**src/rtl/cla_pipe_adder.sv**
```systemverilog
// rtl/cla_pipe_adder.sv - two-stage pipelined carry-lookahead adder/subtractor with valid/ready handshakes
module cla_pipe_adder #(
    parameter int WIDTH = 32,
    parameter int GROUP = 4
) (
    input  logic             clk,
    input  logic             rst,
    input  logic             in_valid,
    output logic             in_ready,
    input  logic [WIDTH-1:0] a,
    input  logic [WIDTH-1:0] b,
    input  logic             ci,
    input  logic             sub,
    output logic             out_valid,
    input  logic             out_ready,
    output logic [WIDTH-1:0] sum,
    output logic             co,
    output logic             ovf
);
    localparam int NG = WIDTH / GROUP;

    logic             s1_valid;
    logic [WIDTH-1:0] s1_p;
    logic [WIDTH-1:0] s1_g;
    logic [NG-1:0]    s1_gg;
    logic [NG-1:0]    s1_gp;
    logic             s1_cin;

    logic [WIDTH-1:0] bx;
    logic [WIDTH-1:0] p;
    logic [WIDTH-1:0] g;
    logic [NG-1:0]    gg;
    logic [NG-1:0]    gp;
    logic             cin;
    logic             gacc;

    logic [WIDTH-1:0] c;
    logic             carry;
    logic             cc;
    logic [WIDTH-1:0] nsum;
    logic             nco;
    logic             novf;

    logic adv2;
    logic accept;

    assign adv2     = s1_valid & (~out_valid | out_ready);
    assign in_ready = ~s1_valid | adv2;
    assign accept   = in_valid & in_ready;

    // Stage 1: operand conditioning and per-group generate/propagate
    always_comb begin
        bx   = sub ? ~b : b;
        cin  = sub ? 1'b1 : ci;
        p    = a ^ bx;
        g    = a & bx;
        gg   = '0;
        gp   = '0;
        gacc = 1'b0;
        for (int j = 0; j < NG; j++) begin
            gacc = 1'b0;
            for (int k = 0; k < GROUP; k++) begin
                gacc = g[j*GROUP+k] | (p[j*GROUP+k] & gacc);
            end
            gg[j] = gacc;
            gp[j] = &p[j*GROUP +: GROUP];
        end
    end

    // Stage 2: group carries via lookahead, ripple only inside each group
    always_comb begin
        c     = '0;
        carry = s1_cin;
        cc    = 1'b0;
        for (int j = 0; j < NG; j++) begin
            cc = carry;
            for (int k = 0; k < GROUP; k++) begin
                c[j*GROUP+k] = cc;
                cc = s1_g[j*GROUP+k] | (s1_p[j*GROUP+k] & cc);
            end
            carry = s1_gg[j] | (s1_gp[j] & carry);
        end
        nsum = s1_p ^ c;
        nco  = carry;
        novf = carry ^ c[WIDTH-1];
    end

    always_ff @(posedge clk or posedge rst) begin
        if (rst) begin
            s1_valid  <= 1'b0;
            s1_p      <= '0;
            s1_g      <= '0;
            s1_gg     <= '0;
            s1_gp     <= '0;
            s1_cin    <= 1'b0;
            out_valid <= 1'b0;
            sum       <= '0;
            co        <= 1'b0;
            ovf       <= 1'b0;
        end else begin
            if (accept) begin
                s1_valid <= 1'b1;
                s1_p     <= p;
                s1_g     <= g;
                s1_gg    <= gg;
                s1_gp    <= gp;
                s1_cin   <= cin;
            end else if (adv2) begin
                s1_valid <= 1'b0;
            end

            if (adv2) begin
                out_valid <= 1'b1;
                sum       <= nsum;
                co        <= nco;
                ovf       <= novf;
            end else if (out_ready) begin
                out_valid <= 1'b0;
            end
        end
    end
endmodule

```
**config.mk**
```make
export PLATFORM = sky130hd
export DESIGN_NAME = cla_pipe_adder
export DESIGN_NICKNAME = d
export VERILOG_FILES = /design/src/rtl/cla_pipe_adder.sv
export SDC_FILE = /design/constraint.sdc
export NUM_CORES = 1
export LEC_CHECK = 0
export CORE_ASPECT_RATIO = 0.9
export CORE_MARGIN = 2
export CORE_UTILIZATION = 30
export DETAILED_ROUTE_END_ITERATION = 6
export PLACE_DENSITY_LB_ADDON = 0.08
export SKIP_CTS_REPAIR_TIMING = 1
export SYNTH_ARGS = -nofsm -noshare
export SYNTH_HDL_FRONTEND = slang
export SYNTH_SLANG_ARGS = --single-unit
```
**constraint.sdc**
```tcl
create_clock -name clk -period 5.1 [get_ports clk]
set_input_delay 0.765 -clock clk [delete_from_list [all_inputs] [get_ports clk]]
set_output_delay 0.765 -clock clk [all_outputs]
set_load 0.1 [all_outputs]
```
Yosys cells after proc, flatten, opt, wreduce, memory -nomap -nowiden
Index checks and enable logic that the tools add are counted.
{ "word_totals": {"input_bits": 70, "regBits": 116, "out_inout_bits": 36} }
{ "op_classes": {"mux": 6, "n_reduce_logical": 10, "bitwise_logic": 123} }
{ "op_table": {"columns": ["cell", "n"], "rows": [
  ["XOR 32 bit", 2],
  ["bitwise AND 1 bit", 58],
  ["bitwise OR 1 bit", 58],
  ["bitwise AND 32 bit", 1],
  ["two-way mux 32 bit", 1],
  ["NOT 32 bit", 1],
  ["AND reduction 4 bit", 8],
  ["two-way mux 1 bit", 5],
  ["nonzero test 2 bit", 2],
  ["NOT 1 bit", 2],
  ["XOR 1 bit", 1]
]} }

Logic depth before layout (Yosys ltp)
{ "logic_depth": {"word_depth": 21, "mapped_depth": 13, "ltp_nobuf": 13} }

Worst setup path before layout
Ideal clock, no wire load.
{ "synth_timing": {"path_type": "register to register", "from": "register out_valid", "to": "register s1_g[0]", "path_slack_ps": 2028, "t_arrival_ps": 2944, "setup_ps": 128, "path_stages_with_launch": 5, "path_buffers": 1, "path_cell_list": "dfrtp_1 > nand3b_1 > nand2_2 > buf_4 > mux2_1"} }
{ "synth_between": {"elab_chain_cells": 5} }
{ "synth_rtl": {"columns": ["element", "line_no", "rtl"], "rows": [
  ["start: declaration", "14", "output logic out_valid,"],
  ["start signal: assignment", "96", "out_valid <= 1'b0;"],
  ["start signal: assignment", "113", "out_valid <= 1'b1;"],
  ["start signal: assignment", "118", "out_valid <= 1'b0;"],
  ["NOT 1 bit", "47", "assign adv2 = s1_valid & (~out_valid | out_ready);"],
  ["bitwise OR 1 bit", "47", null],
  ["bitwise AND 1 bit", "47", null],
  ["bitwise OR 1 bit", "48", "assign in_ready = ~s1_valid | adv2;"],
  ["net in_ready", "9", "output logic in_ready,"],
  ["bitwise AND 1 bit", "49", "assign accept = in_valid & in_ready;"],
  ["end signal: assignment", "104", "s1_g <= g;"],
  ["end: declaration", "24", "logic [WIDTH-1:0] s1_g;"]
]} }
The timed path passes the listed nets, and every way through them passes these cells.
A chain may end at the register's enable or synchronous reset.

Final worst setup path
{ "layout_timing": {"from": "input port out_ready", "to": "output port in_ready"} }
{ "layout_between": {"elab_chain_cells": 3} }
{ "layout_rtl": {"columns": ["element", "line_no", "rtl"], "rows": [
  ["start: declaration", "15", "input logic out_ready,"],
  ["bitwise OR 1 bit", "47", null],
  ["bitwise AND 1 bit", "47", null],
  ["bitwise OR 1 bit", "48", null],
  ["end: declaration", "9", null]
]} }
No other way between the ends.

==> out/metrics.cfg <==
[place]
buffer_ports.inserted = 105
gp_routability_congestion = 0.7016
dpl_worst_slack_ns = 1.741
dp.cells = 773
place_hpwl_mm = 8.428

[critical_path]
criticalPathCategory = in2out
critical_path.endpoint_type = output port
timing.critical_path.required_ns = 4.34
critical_path.reg2reg.startpoint = s1_cin
critical_path_arrival_ns = 2.60
worst_r2r_endpoint = sum[31]
critPathMaxFanout = 3
worst_reg_to_reg_setup_slack_ns = 2.10
reg2regPathDepth = 13
worst_setup_path_start_kind = input port

[synth]
synthArstFlopShare_pct = 100.0
top_area_cell_type_share_of_the_netlist_area_pct = 49.08
syn-cell-area_um2 = 5558
most_frequent_cell_after_synthesis = sky130_fd_sc_hd__dfrtp_1
synth_enable_flop_cells = 0
synth_commonest_cells = sky130_fd_sc_hd__dfrtp_1, sky130_fd_sc_hd__mux2_1, sky130_fd_sc_hd__ha_1, sky130_fd_sc_hd__xor2_1, sky130_fd_sc_hd__nand2_1
yosys-top-cells-area = sky130_fd_sc_hd__dfrtp_1, sky130_fd_sc_hd__mux2_1, sky130_fd_sc_hd__ha_1
synth.yosys.seq_area_share_pct = 49.08
postSynthRegisterBits = 109
post_syn_nets = 563
avgSynthCellArea_um2 = 12.72
post_synth_inst_count = 437
ys_warn_count = 0
synth-main-ff-cell = sky130_fd_sc_hd__dfrtp_1
ys_types = 30
post-synth-top-area-cell = sky130_fd_sc_hd__dfrtp_1

[worst_hold_path]
hold-path-cell-count = 1
timing.hold.worst.start = s1_g[13]
worst_hold_path.endpoint = s1_g[13]
hp-class = reg2reg

[global_route]
wire_length_of_the_first_global_routing_pass_mm = 19.68
globalRouteOverflowTotal = 0
antenna_found_initial = 0
largest_net_degree_at_the_start_of_global_routing = 91
groute.usage.overall_pct = 12.53
first_global_vias = 3919

[sta]
unrepaired_setup_endpoints_after_global_routing = false
fin_crit_ns = 3.361
final_min_period_over_clock_period_pct = 65.90
max_freq_mhz = 297.5
timing.final.setup_violations = 0
finalSetupTns_ns = 0
max_slew_margin_pct = 28.26
tightestPinTransition_ns = 1.076
postLayoutSetupSlackWorst_ns = 1.739
clock_skew_ns = 0.01175
hold_viol_final = 0
report.final.slew_viol_count = 0

[drt]
detail_route.vias_per_cell = 4.427
drc_errors = 0
finalWirelength_mm = 11.48
detail_route.first_pass.iterations = 6
drtAntennaViolNets = 0
num_vias = 3493
drtIter0Drc = 145
wl_per_cell_um = 14.55

[floorplan]
die_y_um = 133.1
num_rows = 47
pin_count = 106
starting_density_of_the_core_pct = 30.39
die-width_um = 147.5
die_footprint_um2 = 19630
core_um2 = 18290

[power_and_ir_drop]
pwr_density_cell_nw_per_um2 = 533.9
ir_worst_vdd_v = 0.0002812
cellLeakagePower_nw = 3.284
p_total_w = 0.003809

[clocking]
cts_buffers = 9
worst_setup_hold_path_clk_slew_ns = 0.07
clock_tree.buffer_depth = 2
h_tree_depth_reported_by_cts = 3
clock-sinks = 109
insertion_delay_of_the_later_clocked_pin_in_the_worst_skew_pair_ns = 0.35
tritoncts_clock_tree = yes
clk_root_buffer_cell = sky130_fd_sc_hd__clkbuf_16

[layout]
area.growth.synth_to_final_pct = 28.34
postLayoutCoreUtil_pct = 39.00
drive_above_1_share_pct = 11.21
antenna_cells_inserted = 0
nets = 665
number_of_cells_in_the_finished_layout_apart_from_fillers = 789

[outcome]
outcome = completed

[run]
cap_violations = 0

==> registers in the layout, indices dropped and copies added (netlist names) <==
name	count
s1_p	32
s1_cin	1
out_valid	1
s1_valid	1
s1_g	24
s1_gg	8
ovf	1
co	1
sum	32
s1_gp	8
==> where the power goes <==
group | switching [W] | internal [W]
clock | 0.000323 | 0.000349
sequential | 0.000143 | 0.00111
combinational | 0.00133 | 0.000556
total | 0.00180 | 0.00201
==> how the worst max path moves through the flow <==
stage | start | end | slack, ns | depth (start not counted)
after CTS | out_ready | in_ready | 1.73 | 3
final | out_ready | in_ready | 1.74 | 3
after global placement | out_ready | in_ready | 1.76 | 3
after detailed placement | out_ready | in_ready | 1.74 | 3
after global routing | out_ready | in_ready | 1.67 | 3
after floorplan | rst | co | 1.46 | 1
==> metal layers <==
layer  GRT usage (%)  vias to the layer above  part of all wire, %
li1                -                     1745                    -
met1           17.78                     1674                   51
met2           19.55                       65                   45
met3           2.295                        9                  3.2
met4           3.846                        0                  1.0
met5               0                        -                    0
==> cells by family after synthesis <==
| family | share of synthesized area, % |
|---|---|
| adders and majority gates | 12.61 |
| DFF | 49.08 |
| muxes | 16.41 |
| buffers and inverters | 1.801 |
| xor gates and xnor gates | 6.461 |
| AOI/OAI and AO/OA | 7.272 |
| and+or+nand+nor | 6.371 |
==> cells in the final DEF, fill, tap and decap left out, types with 8 or more instances in the layout <==
master,n
sky130_fd_sc_hd__a21oi_1,9
sky130_fd_sc_hd__mux2_2,16
sky130_fd_sc_hd__nand2_1,26
sky130_fd_sc_hd__mux2_1,65
sky130_fd_sc_hd__xor2_1,41
sky130_fd_sc_hd__nor2_1,9
sky130_fd_sc_hd__ha_1,56
sky130_fd_sc_hd__clkdlybuf4s50_1,104
sky130_fd_sc_hd__clkbuf_16,9
sky130_fd_sc_hd__or2_2,16
sky130_fd_sc_hd__a21o_1,21
sky130_fd_sc_hd__o21ai_0,24
sky130_fd_sc_hd__dfrtp_1,109
sky130_fd_sc_hd__nand4_1,8
==> critical path, cell delays in order <==
cell and delay, ns:
sky130_fd_sc_hd__clkdlybuf4s50_1 0.46, sky130_fd_sc_hd__nand3b_1 0.19, sky130_fd_sc_hd__clkdlybuf4s50_1 1.17
==> metrics by stage <==
step,hold slack [ns],instance area [um2]
floorplan,0.4465,5558
global placement,0.4667,6847
detailed placement,0.4732,6847
CTS,0.4897,7133
global route,0.5118,7133
finish,0.4840,7133
==> layout make-up <==
cell class | instances | area [um2]
timing repair buffer | 108 | 1069
sequential | 109 | 2728
fill | 1778 | 11160
clock buffer | 10 | 239.0
multi-input combinational | 310 | 2738
tap | 245 | 306.5
inverter | 1 | 6.256
clock inverter | 6 | 47.55
Power figures use the tool's default switching activity.
